--- src/rtl/mult_sequencer.sv ---
// Iterative signed WIDTHxWIDTH multiplier: radix-2 Booth, one add/sub/skip step per cycle through a shared adder.
// Latency: start sampled at edge 0, result_ready pulses in the cycle after edge 33 (32 Booth steps + one DONE cycle).
// Backpressure: none; ctrl_mult is ignored while busy and must be re-asserted in IDLE, nothing is queued.
//
// Ports:
//   clock, reset          rising-edge clock, asynchronous active-low reset
//   ctrl_mult             start pulse, only honoured in IDLE
//   operand_a, operand_b  signed multiplicand / multiplier, latched on an accepted start
//   busy                  high while an operation is in flight (RUN and DONE)
//   result, exception     low WIDTH bits of the product and the "does not fit" flag, held until the next result
//   result_ready          one-cycle pulse when result/exception are updated

module cl_adder #(
  parameter int WIDTH = 32
) (
  input  logic [WIDTH-1:0] a,
  input  logic [WIDTH-1:0] b,
  input  logic             cin,
  output logic [WIDTH-1:0] sum,
  output logic             overflow
);

  localparam int LEVELS = $clog2(WIDTH);

  // Kogge-Stone prefix tree of (generate, propagate) pairs.
  logic [LEVELS:0][WIDTH-1:0] gen;
  logic [LEVELS:0][WIDTH-1:0] prop;
  logic [WIDTH:0]             carry;

  always_comb begin
    gen     = '0;
    prop    = '0;
    carry   = '0;
    gen[0]  = a & b;
    prop[0] = a ^ b;
    for (int l = 1; l <= LEVELS; l++) begin
      for (int i = 0; i < WIDTH; i++) begin
        if (i >= (1 << (l - 1))) begin
          gen[l][i]  = gen[l-1][i] | (prop[l-1][i] & gen[l-1][i - (1 << (l - 1))]);
          prop[l][i] = prop[l-1][i] & prop[l-1][i - (1 << (l - 1))];
        end else begin
          gen[l][i]  = gen[l-1][i];
          prop[l][i] = prop[l-1][i];
        end
      end
    end
    // Each group prefix [0..i] either generates a carry or propagates cin.
    carry[0] = cin;
    for (int i = 0; i < WIDTH; i++) begin
      carry[i+1] = gen[LEVELS][i] | (prop[LEVELS][i] & cin);
    end
  end

  assign sum      = prop[0] ^ carry[WIDTH-1:0];
  assign overflow = carry[WIDTH] ^ carry[WIDTH-1];

endmodule

module mult_sequencer #(
  parameter int WIDTH = 32
) (
  input  logic             clock,
  input  logic             reset,
  input  logic             ctrl_mult,
  input  logic [WIDTH-1:0] operand_a,
  input  logic [WIDTH-1:0] operand_b,
  output logic             busy,
  output logic [WIDTH-1:0] result,
  output logic             result_ready,
  output logic             exception
);

  localparam int CNT_W = $clog2(WIDTH);

  typedef enum logic [1:0] {
    IDLE = 2'd0,
    RUN  = 2'd1,
    DONE = 2'd2
  } state_t;

  state_t             state;
  state_t             state_next;
  logic [WIDTH-1:0]   m;
  logic [2*WIDTH:0]   p;        // {upper, lower, q_1}
  logic [CNT_W-1:0]   counter;

  logic [WIDTH-1:0]   add_a;
  logic [WIDTH-1:0]   add_b;
  logic               add_cin;
  logic [WIDTH-1:0]   add_sum;
  logic               add_ovf;
  logic               shift_in;

  cl_adder #(.WIDTH(WIDTH)) u_adder (
    .a        (add_a),
    .b        (add_b),
    .cin      (add_cin),
    .sum      (add_sum),
    .overflow (add_ovf)
  );

  // True sign of the (WIDTH+1)-bit sum; sum[MSB] alone is wrong when the step overflows,
  // e.g. subtracting a most-negative multiplicand.
  assign shift_in = add_sum[WIDTH-1] ^ add_ovf;

  // State register
  always_ff @(posedge clock or negedge reset) begin
    if (!reset) begin
      state <= IDLE;
    end else begin
      state <= state_next;
    end
  end

  // Next-state logic
  always_comb begin
    state_next = state;
    case (state)
      IDLE:    state_next = ctrl_mult ? RUN : IDLE;
      RUN:     state_next = (counter == CNT_W'(WIDTH - 1)) ? DONE : RUN;
      DONE:    state_next = IDLE;
      default: state_next = IDLE;
    endcase
  end

  // Output / adder-steering logic; the adder sees zeros outside RUN.
  always_comb begin
    busy    = (state != IDLE);
    add_a   = '0;
    add_b   = '0;
    add_cin = 1'b0;
    if (state == RUN) begin
      add_a = p[2*WIDTH:WIDTH+1];
      case (p[1:0])
        2'b01: add_b = m;
        2'b10: begin
          add_b   = ~m;
          add_cin = 1'b1;
        end
        default: add_b = '0;
      endcase
    end
  end

  // Datapath and registered result outputs
  always_ff @(posedge clock or negedge reset) begin
    if (!reset) begin
      m            <= '0;
      p            <= '0;
      counter      <= '0;
      result       <= '0;
      result_ready <= 1'b0;
      exception    <= 1'b0;
    end else begin
      result_ready <= 1'b0;
      case (state)
        IDLE: begin
          if (ctrl_mult) begin
            m       <= operand_a;
            p       <= {{WIDTH{1'b0}}, operand_b, 1'b0};
            counter <= '0;
          end
        end
        RUN: begin
          p       <= {shift_in, add_sum, p[WIDTH:1]};
          counter <= counter + 1'b1;
        end
        DONE: begin
          result_ready <= 1'b1;
          result       <= p[WIDTH:1];
          exception    <= (p[2*WIDTH:WIDTH+1] != {WIDTH{p[WIDTH]}});
        end
        default: ;
      endcase
    end
  end

endmodule

--- config.mk ---
export PLATFORM = sky130hd
export DESIGN_NAME = mult_sequencer
export DESIGN_NICKNAME = d
export VERILOG_FILES = /design/src/rtl/mult_sequencer.sv
export SDC_FILE = /design/constraint.sdc
export NUM_CORES = 1
export LEC_CHECK = 0
export BUFFER_PORTS_ARGS = -buffer_cell sky130_fd_sc_hd__buf_2
export CAP_MARGIN = 20
export CORE_UTILIZATION = 53
export DETAILED_ROUTE_END_ITERATION = 6
export MAX_ROUTING_LAYER = met4
export PLACE_DENSITY = 0.8
export SETUP_SLACK_MARGIN = 0.5
export SKIP_LAST_GASP = 1
export SYNTH_ARGS = -nofsm -noshare
export SYNTH_HDL_FRONTEND = slang
export SYNTH_SLANG_ARGS = --single-unit
--- constraint.sdc ---
create_clock -name clock -period 3.7 [get_ports clock]
set_clock_uncertainty 0.2 [all_clocks]
set_input_delay 0 -clock clock [delete_from_list [all_inputs] [get_ports clock]]
set_output_delay 0 -clock clock [all_outputs]
set_load 0.02 [all_outputs]
Word-level counts from Yosys, hierarchy flattened
Index checks and enable logic that the tools add are counted.

word-level totals
  bits in latches = 0
  ROM bits = 0
  RAM bits = 0
  memories kept = 0
  bits in registers = 138

cells by class
  div/mod/pow operators = 0
  add/sub/neg operators = 1
  $lt $le $gt $ge = 0
  multiply operators = 0
  reduce and logical (&&, ||, !) cells = 5
  multiplexer cells = 13
  eq/ne operators = 7
  shifts and indexed selects = 0
  bitwise logic cells = 457

operator list
  operator                                                                number
  1-bit AND                                                               290
  1-bit OR                                                                161
  65-bit one-hot mux with 2 select lines                                  1
  65-bit two-way mux                                                      1
  32-bit two-way mux                                                      2
  32-bit one-hot mux with 2 select lines                                  1
  32-bit XOR                                                              2
  32-bit AND                                                              1
  32-bit inequality test                                                  1
  32-bit inverter                                                         1
  5-bit one-hot mux with 2 select lines                                   1
  5-bit by 1-bit adder with 5-bit output (second input constant)          1
  5-bit equality test (second input constant)                             1
  5-bit two-way mux                                                       1
  2-bit by 1-bit equality test with 1-bit output (second input constant)  2
  2-bit equality test (second input constant)                             2
  1-bit two-way mux                                                       4
  2-bit one-hot mux with 2 select lines                                   1
  2-bit AND reduction                                                     2
  2-bit nonzero test                                                      2
  2-bit zero test                                                         1
  2-bit two-way mux                                                       1
  2-bit inequality test (second input constant)                           1
  1-bit XOR                                                               2

Longest topological paths before layout
  word-level depth = 18
  gate-level depth with buffers = 15

Cells and area by module
A second synthesis with hierarchy kept.

second synthesis, totals
  cell total of the unflattened synthesis = 900
  area total of the unflattened synthesis = 7931.4 µm²

modules (own cells, without submodules)
  module          cells an instance  seq. area each (µm²)  times used  area an instance (µm²)
  mult_sequencer  702                3453.3                1           6383.6
  cl_adder        198                0.0                   1           1547.7

Worst setup path before layout
OpenSTA, ideal clock, no wires.

  path type = reg-to-reg
  start point = register state[0]
  end point = register p[57]
  buffers on the path = 4
  required time = 3.378 ns
  cell stages (with the launch flop) = 16
  arrival = 3.386 ns
  slack = -0.008 ns
  library setup time = 0.122 ns
  path through = dfrtp_1 -> nor2b_1 -> clkbuf_1 -> clkbuf_1 -> clkbuf_1 -> and2_1 -> ha_1 -> clkbuf_1 -> a21o_1 -> a21oi_1 -> o21ai_0 -> and3_1 -> o311ai_2 -> a21oi_2 -> or3_1 -> a32o_1

between the ends
  longest elaborated chain between the ends = 15
  elaborated cells between the ends (all ways) = 86
  those cells by class = eq/ne: 2; mux: 4; bitwise: 77; reduce/logical: 3

ends and longest elaborated chain
  what                                             RTL line  source
  start: declaration                               81        state_t state;
  start signal: assignment                         111       state <= state_next;
  2-bit by 1-bit equality test with 1-bit output   132, 156
  32-bit two-way mux                               132       if (state == RUN) begin
  32-bit XOR / 32-bit AND (equally long branches)  35, 34
  1-bit AND                                        39        gen[l][i] = gen[l-1][i] | (prop[l-1][i] & gen[l-1][i - (1 << (l - 1))]);
  1-bit OR                                         39
  1-bit AND                                        39
  1-bit OR                                         39
  1-bit AND                                        39
  1-bit OR                                         39
  1-bit AND / 1-bit OR (equally long branches)     39
  1-bit OR / 1-bit AND (equally long branches)     39
  1-bit OR                                         39
  1-bit OR                                         50        carry[i+1] = gen[LEVELS][i] | (prop[LEVELS][i] & cin);
  32-bit XOR                                       54        assign sum = prop[0] ^ carry[WIDTH-1:0];
  65-bit one-hot mux with 2 select lines           156       case (state)
  end signal: assignment                           160       p <= {{WIDTH{1'b0}}, operand_b, 1'b0};
  end signal: assignment                           165       p <= {shift_in, add_sum, p[WIDTH:1]};
  end: declaration                                 84        logic [2*WIDTH:0] p;

Parallel ways exist; a longest one is shown, timed or not.
A chain may end at the register's enable or synchronous reset.

Final worst setup path
  start point = register p[1]
  end point = register p[57]

between the ends
  longest elaborated chain between the ends = 16
  elaborated cells between the ends (all ways) = 84
  those cells by class = eq/ne: 2; mux: 5; bitwise: 77

ends and longest elaborated chain
  what                                                                                          RTL line  source
  2-bit equality test / 2-bit by 1-bit equality test with 1-bit output (equally long branches)  134       case (p[1:0])
  32-bit one-hot mux with 2 select lines                                                        134
  32-bit two-way mux                                                                            132
  32-bit XOR / 32-bit AND (equally long branches)                                               35, 34
  1-bit AND                                                                                     39
  1-bit OR                                                                                      39
  1-bit AND                                                                                     39
  1-bit OR                                                                                      39
  1-bit AND                                                                                     39
  1-bit OR                                                                                      39
  1-bit AND / 1-bit OR (equally long branches)                                                  39
  1-bit OR / 1-bit AND (equally long branches)                                                  39
  1-bit OR                                                                                      39
  1-bit OR                                                                                      50
  32-bit XOR *                                                                                  54
  65-bit one-hot mux with 2 select lines *                                                      156

Every way passes the cells marked *; elsewhere a longest branch is shown, timed or not.

==> out/metrics.csv <==
stage,metric,value,unit
synthesis,synth_nets,905,
global_routing,grt_pass1_vias,7076,
placement,place_area,0.00864,mm^2
timing,slew_headroom,0.251,
run_status,status,"complete, no violations",
critical_path,cp_slowest_stage_delay,0.50,ns
floorplan,core,0.0141,mm^2
synthesis,yosys_most_used_dff,dfrtp_1,
floorplan,die_h,123,um
drt,postRouteAntennaNets,0,
critical_path,required,3.82,ns
floorplan,start_util,0.553,
timing,rsz0062_at_grt,true,
clock_tree,cts_tree,done,
cells_and_area,n_antenna_cell,0,
timing,finalSetupTns,0,ns
worst_hold_path,worstHoldPathType,primary input to async pin,
clock_tree,path_clk_slew,0.06,ns
global_routing,grt_pass1_wl,34800,um
timing,hold_slack,0.0154,ns
floorplan,die_w,123,um
timing,finalHoldViolCount,0,
timing,finalCriticalPeriod,3.60,ns
pwr,ir_worst_vdd,0.549,mV
critical_path,end_kind,register,
drt,wirelength,22600,um
pwr,comb_power_share,0.577,
synthesis,synth_top_area_cell,dfrtp_1,
synthesis,ys_ff_latch,138,
cells_and_area,nets,1122,
pwr,power,10400,uW
synthesis,netlist.area_leader.share,0.443,
critical_path,crit_start,p[1]$_DFFE_PN0P_,
cells_and_area,layout-drive-gt1-share,0.299,
drt,num_vias,7126,
pwr,p_int,5870,uW
drt,wl_per_cell,18.6,um
drt,drc,0,
cells_and_area,syn_to_final_growth,34.4,%
pwr,p_clk_frac,0.156,
critical_path,reg2reg_slack,0.10,ns
synthesis,synth.distinct_cells,55,
pwr,seqPwrFrac,0.267,
critical_path,crit_type,register to register,
pwr,p_switching,4490,uW
critical_path,r2r_cells,14,
synthesis,synth_area_per_cell,9.71,um^2
clock_tree,numCtsBuffers,17,
global_routing,grt_usage,0.308,
pwr,p_sw_frac,0.433,
timing,period_share,0.973,
synthesis,synth_edf_count,0,
critical_path,arrival,3.72,ns
synthesis,synthArstFlopShare,1.00,
pwr,p_leak,0.00459,uW
global_routing,grt_overflow_total,0,
timing,max_freq,0.278,GHz
floorplan,ios,102,
synthesis,ys_seq_area_frac,0.443,
placement,place_ws,0.0987,ns
clock_tree,clk_latency,0.43,ns
synthesis,syn_inst,803,
synthesis,syn_area,0.00780,mm^2
synthesis,yosys-top-cells-area,"dfrtp_1 (44%), mux2_2 (9.2%), ha_1 (5.5%), mux2i_1 (4.1%), nor2_1 (3.8%)",
synthesis,synth_warnings,0,
timing,worst_slew_pin_slew,1.12,ns
cells_and_area,stdcell_area,0.0105,mm^2
run,drv_cap,0,
drt,drt_pass1_iterations,5,
critical_path,crit_chain,nand2b_4 -> nor2_1 -> a21oi_1 -> nor2_1 -> ha_1 -> a21o_1 -> a311oi_2 -> or3_4 -> a2111oi_4 -> buf_4 -> o311ai_4 -> a21oi_2 -> or3_1 -> a32o_1,
critical_path,start_kind,register,
clock_tree,ctsRootBufferMaster,clkbuf_16,
critical_path,cp_slowest_cell,dfrtp_2,
clock_tree,cts_buffer_depth,2,
critical_path,r2r_start,p[1]$_DFFE_PN0P_,
clock_tree,h-tree-depth,4,
timing,worst_slack,0.100,ns
global_routing,grt_max_degree,88,
drt,drtIter0Drc,583,
critical_path,r2r_end,p[57]$_DFFE_PN0P_,
placement,hpwl,12400,um
clock_tree,clock-sinks,138,
global_routing,antenna_found_initial,0,
critical_path,path_max_fanout,8,
pwr,cellPowerDensity,987,mW/mm^2
placement,numPortBuffers,101,
critical_path,crit_top_cell,nor2_1,
placement,gp_congestion,0.910,
floorplan,rows,43,
timing,finalSetupViolCount,0,
timing,slew_viol_final,0,
floorplan,dieArea,0.0152,mm^2
drt,vias_per_cell,5.87,
==> cell usage after synthesis (10+ instances only) <==
library cell	number
dfrtp_1	138
nor2_1	79
nand2_1	78
mux2_2	64
o21ai_0	58
a21oi_1	50
and2_1	34
clkbuf_1	34
ha_1	34
mux2i_1	32
a21o_1	18
buf_1	12
xnor2_1	12
xor2_1	12
a31oi_1	11
inv_1	11
nand4_1	11
o22ai_1	11
nor3_1	10
==> through the flow <==
| step | cells | utilization |
|---|---|---|
| 2_1_floorplan | 803 | - |
| 3_3_place_gp | 1062 | 0.613 |
| 3_5_place_dp | 1062 | 0.613 |
| 4_1_cts | 1201 | 0.729 |
| 5_1_grt | 1213 | 0.744 |
| 6_report | 1213 | 0.744 |
==> metal layers <==
layer / global-route usage / vias to the layer above / share of wire / routed length [um]
li1: - / 3300 / - / -
met1: 0.360 / 3483 / 0.40 / 9080
met2: 0.516 / 292 / 0.51 / 11600
met3: 0.0729 / 51 / 0.062 / 1390
met4: 0.111 / 0 / 0.024 / 537
met5: - / - / 0 / 0
==> cell type report <==
cell class	count	area (um^2)
multi-input cells	612	4400
fillers	921	3610
repair buffers	240	1800
flip-flops and latches	138	3460
well taps	180	225
clock buffers	18	429
clock inverters	14	135
inverters	11	41.3
==> power groups by stage <==
stage	Clock (uW)	Sequential, uW	Combinational [uW]
after CTS	1640	2700	5380
final	1620	2760	5970
after floorplan	0	2540	3830
after global placement	0	2670	4660
after detailed placement	0	2690	4810
after global routing	1710	2830	6510
==> worst max path at each step <==
stage	to	slack, ns	depth (start not counted)
after global placement	p[57]$_DFFE_PN0P_	0.20	14
final	p[57]$_DFFE_PN0P_	0.10	14
after global routing	p[57]$_DFFE_PN0P_	0.03	14
after detailed placement	p[62]$_DFFE_PN0P_	0.1	13
after floorplan	p[57]$_DFFE_PN0P_	0.35	15
after CTS	p[57]$_DFFE_PN0P_	0.38	13
==> cells by family (layout without fill, tap and decap cells) <==
kind of cell / count (synthesis) / count (layout) / synth area share
compound gates: 197 / 197 / 0.158
mux: 96 / 96 / 0.133
simple gates: 255 / 260 / 0.154
fa+ha+maj: 35 / 35 / 0.0571
flops: 138 / 138 / 0.443
xor+xnor: 24 / 24 / 0.0269
buf+inv: 58 / 283 / 0.0281
==> flip-flops by register name (all words and copies together), names as in the netlist <==
register	flops
p	65
result	32
state	2
result_ready	1
counter	5
m	32
exception	1
==> layout by cell type (no fill, tap or decap), drive strengths merged, types with 3 or more instances in the layout <==
| master | synthesis | final |
|---|---|---|
| nand3 | 8 | 8 |
| o22ai | 11 | 11 |
| a31oi | 11 | 11 |
| or3 | 5 | 5 |
| o21ai | 65 | 65 |
| clkbuf | 34 | 18 |
| o21a | 6 | 6 |
| and3 | 7 | 7 |
| nor3 | 10 | 10 |
| o211ai | 4 | 4 |
| buf | 13 | 162 |
| o311ai | 3 | 3 |
| o31ai | 3 | 3 |
| nor2b | 7 | 10 |
| nor4 | 6 | 6 |
| a211oi | 5 | 5 |
| inv | 11 | 17 |
| nand4 | 11 | 11 |
| mux2i | 32 | 32 |
| xnor2 | 12 | 12 |
| clkinvlp | 0 | 4 |
| mux2 | 64 | 64 |
| a22o | 3 | 3 |
| nor2 | 79 | 79 |
| nand2b | 5 | 7 |
| clkinv | 0 | 4 |
| dfrtp | 138 | 138 |
| a21oi | 52 | 52 |
| ha | 34 | 34 |
| a21o | 18 | 18 |
| and2 | 34 | 34 |
| nand2 | 78 | 78 |
| dlygate4sd3 | 0 | 78 |
| o21bai | 3 | 3 |
| xor2 | 12 | 12 |
==> repair_timing <==
item,CTS,global route
pin swaps,9,35
cloned,5,0
hold buffers,78,0
endpoints found under the hold margin,150,0
setup buffers,24,12
setup endpoints to repair,19,20
gates resized for setup,20,32
==> worst max-delay path, delay by kind of cell, from the launching register on <==
family          cells  cell delay (ns)
fa+ha+maj           1             0.32
buf+inv             1             0.16
simple gates        5             0.83
compound gates      7             1.48
flops               1             0.50
(Power assumes the default switching activity.)
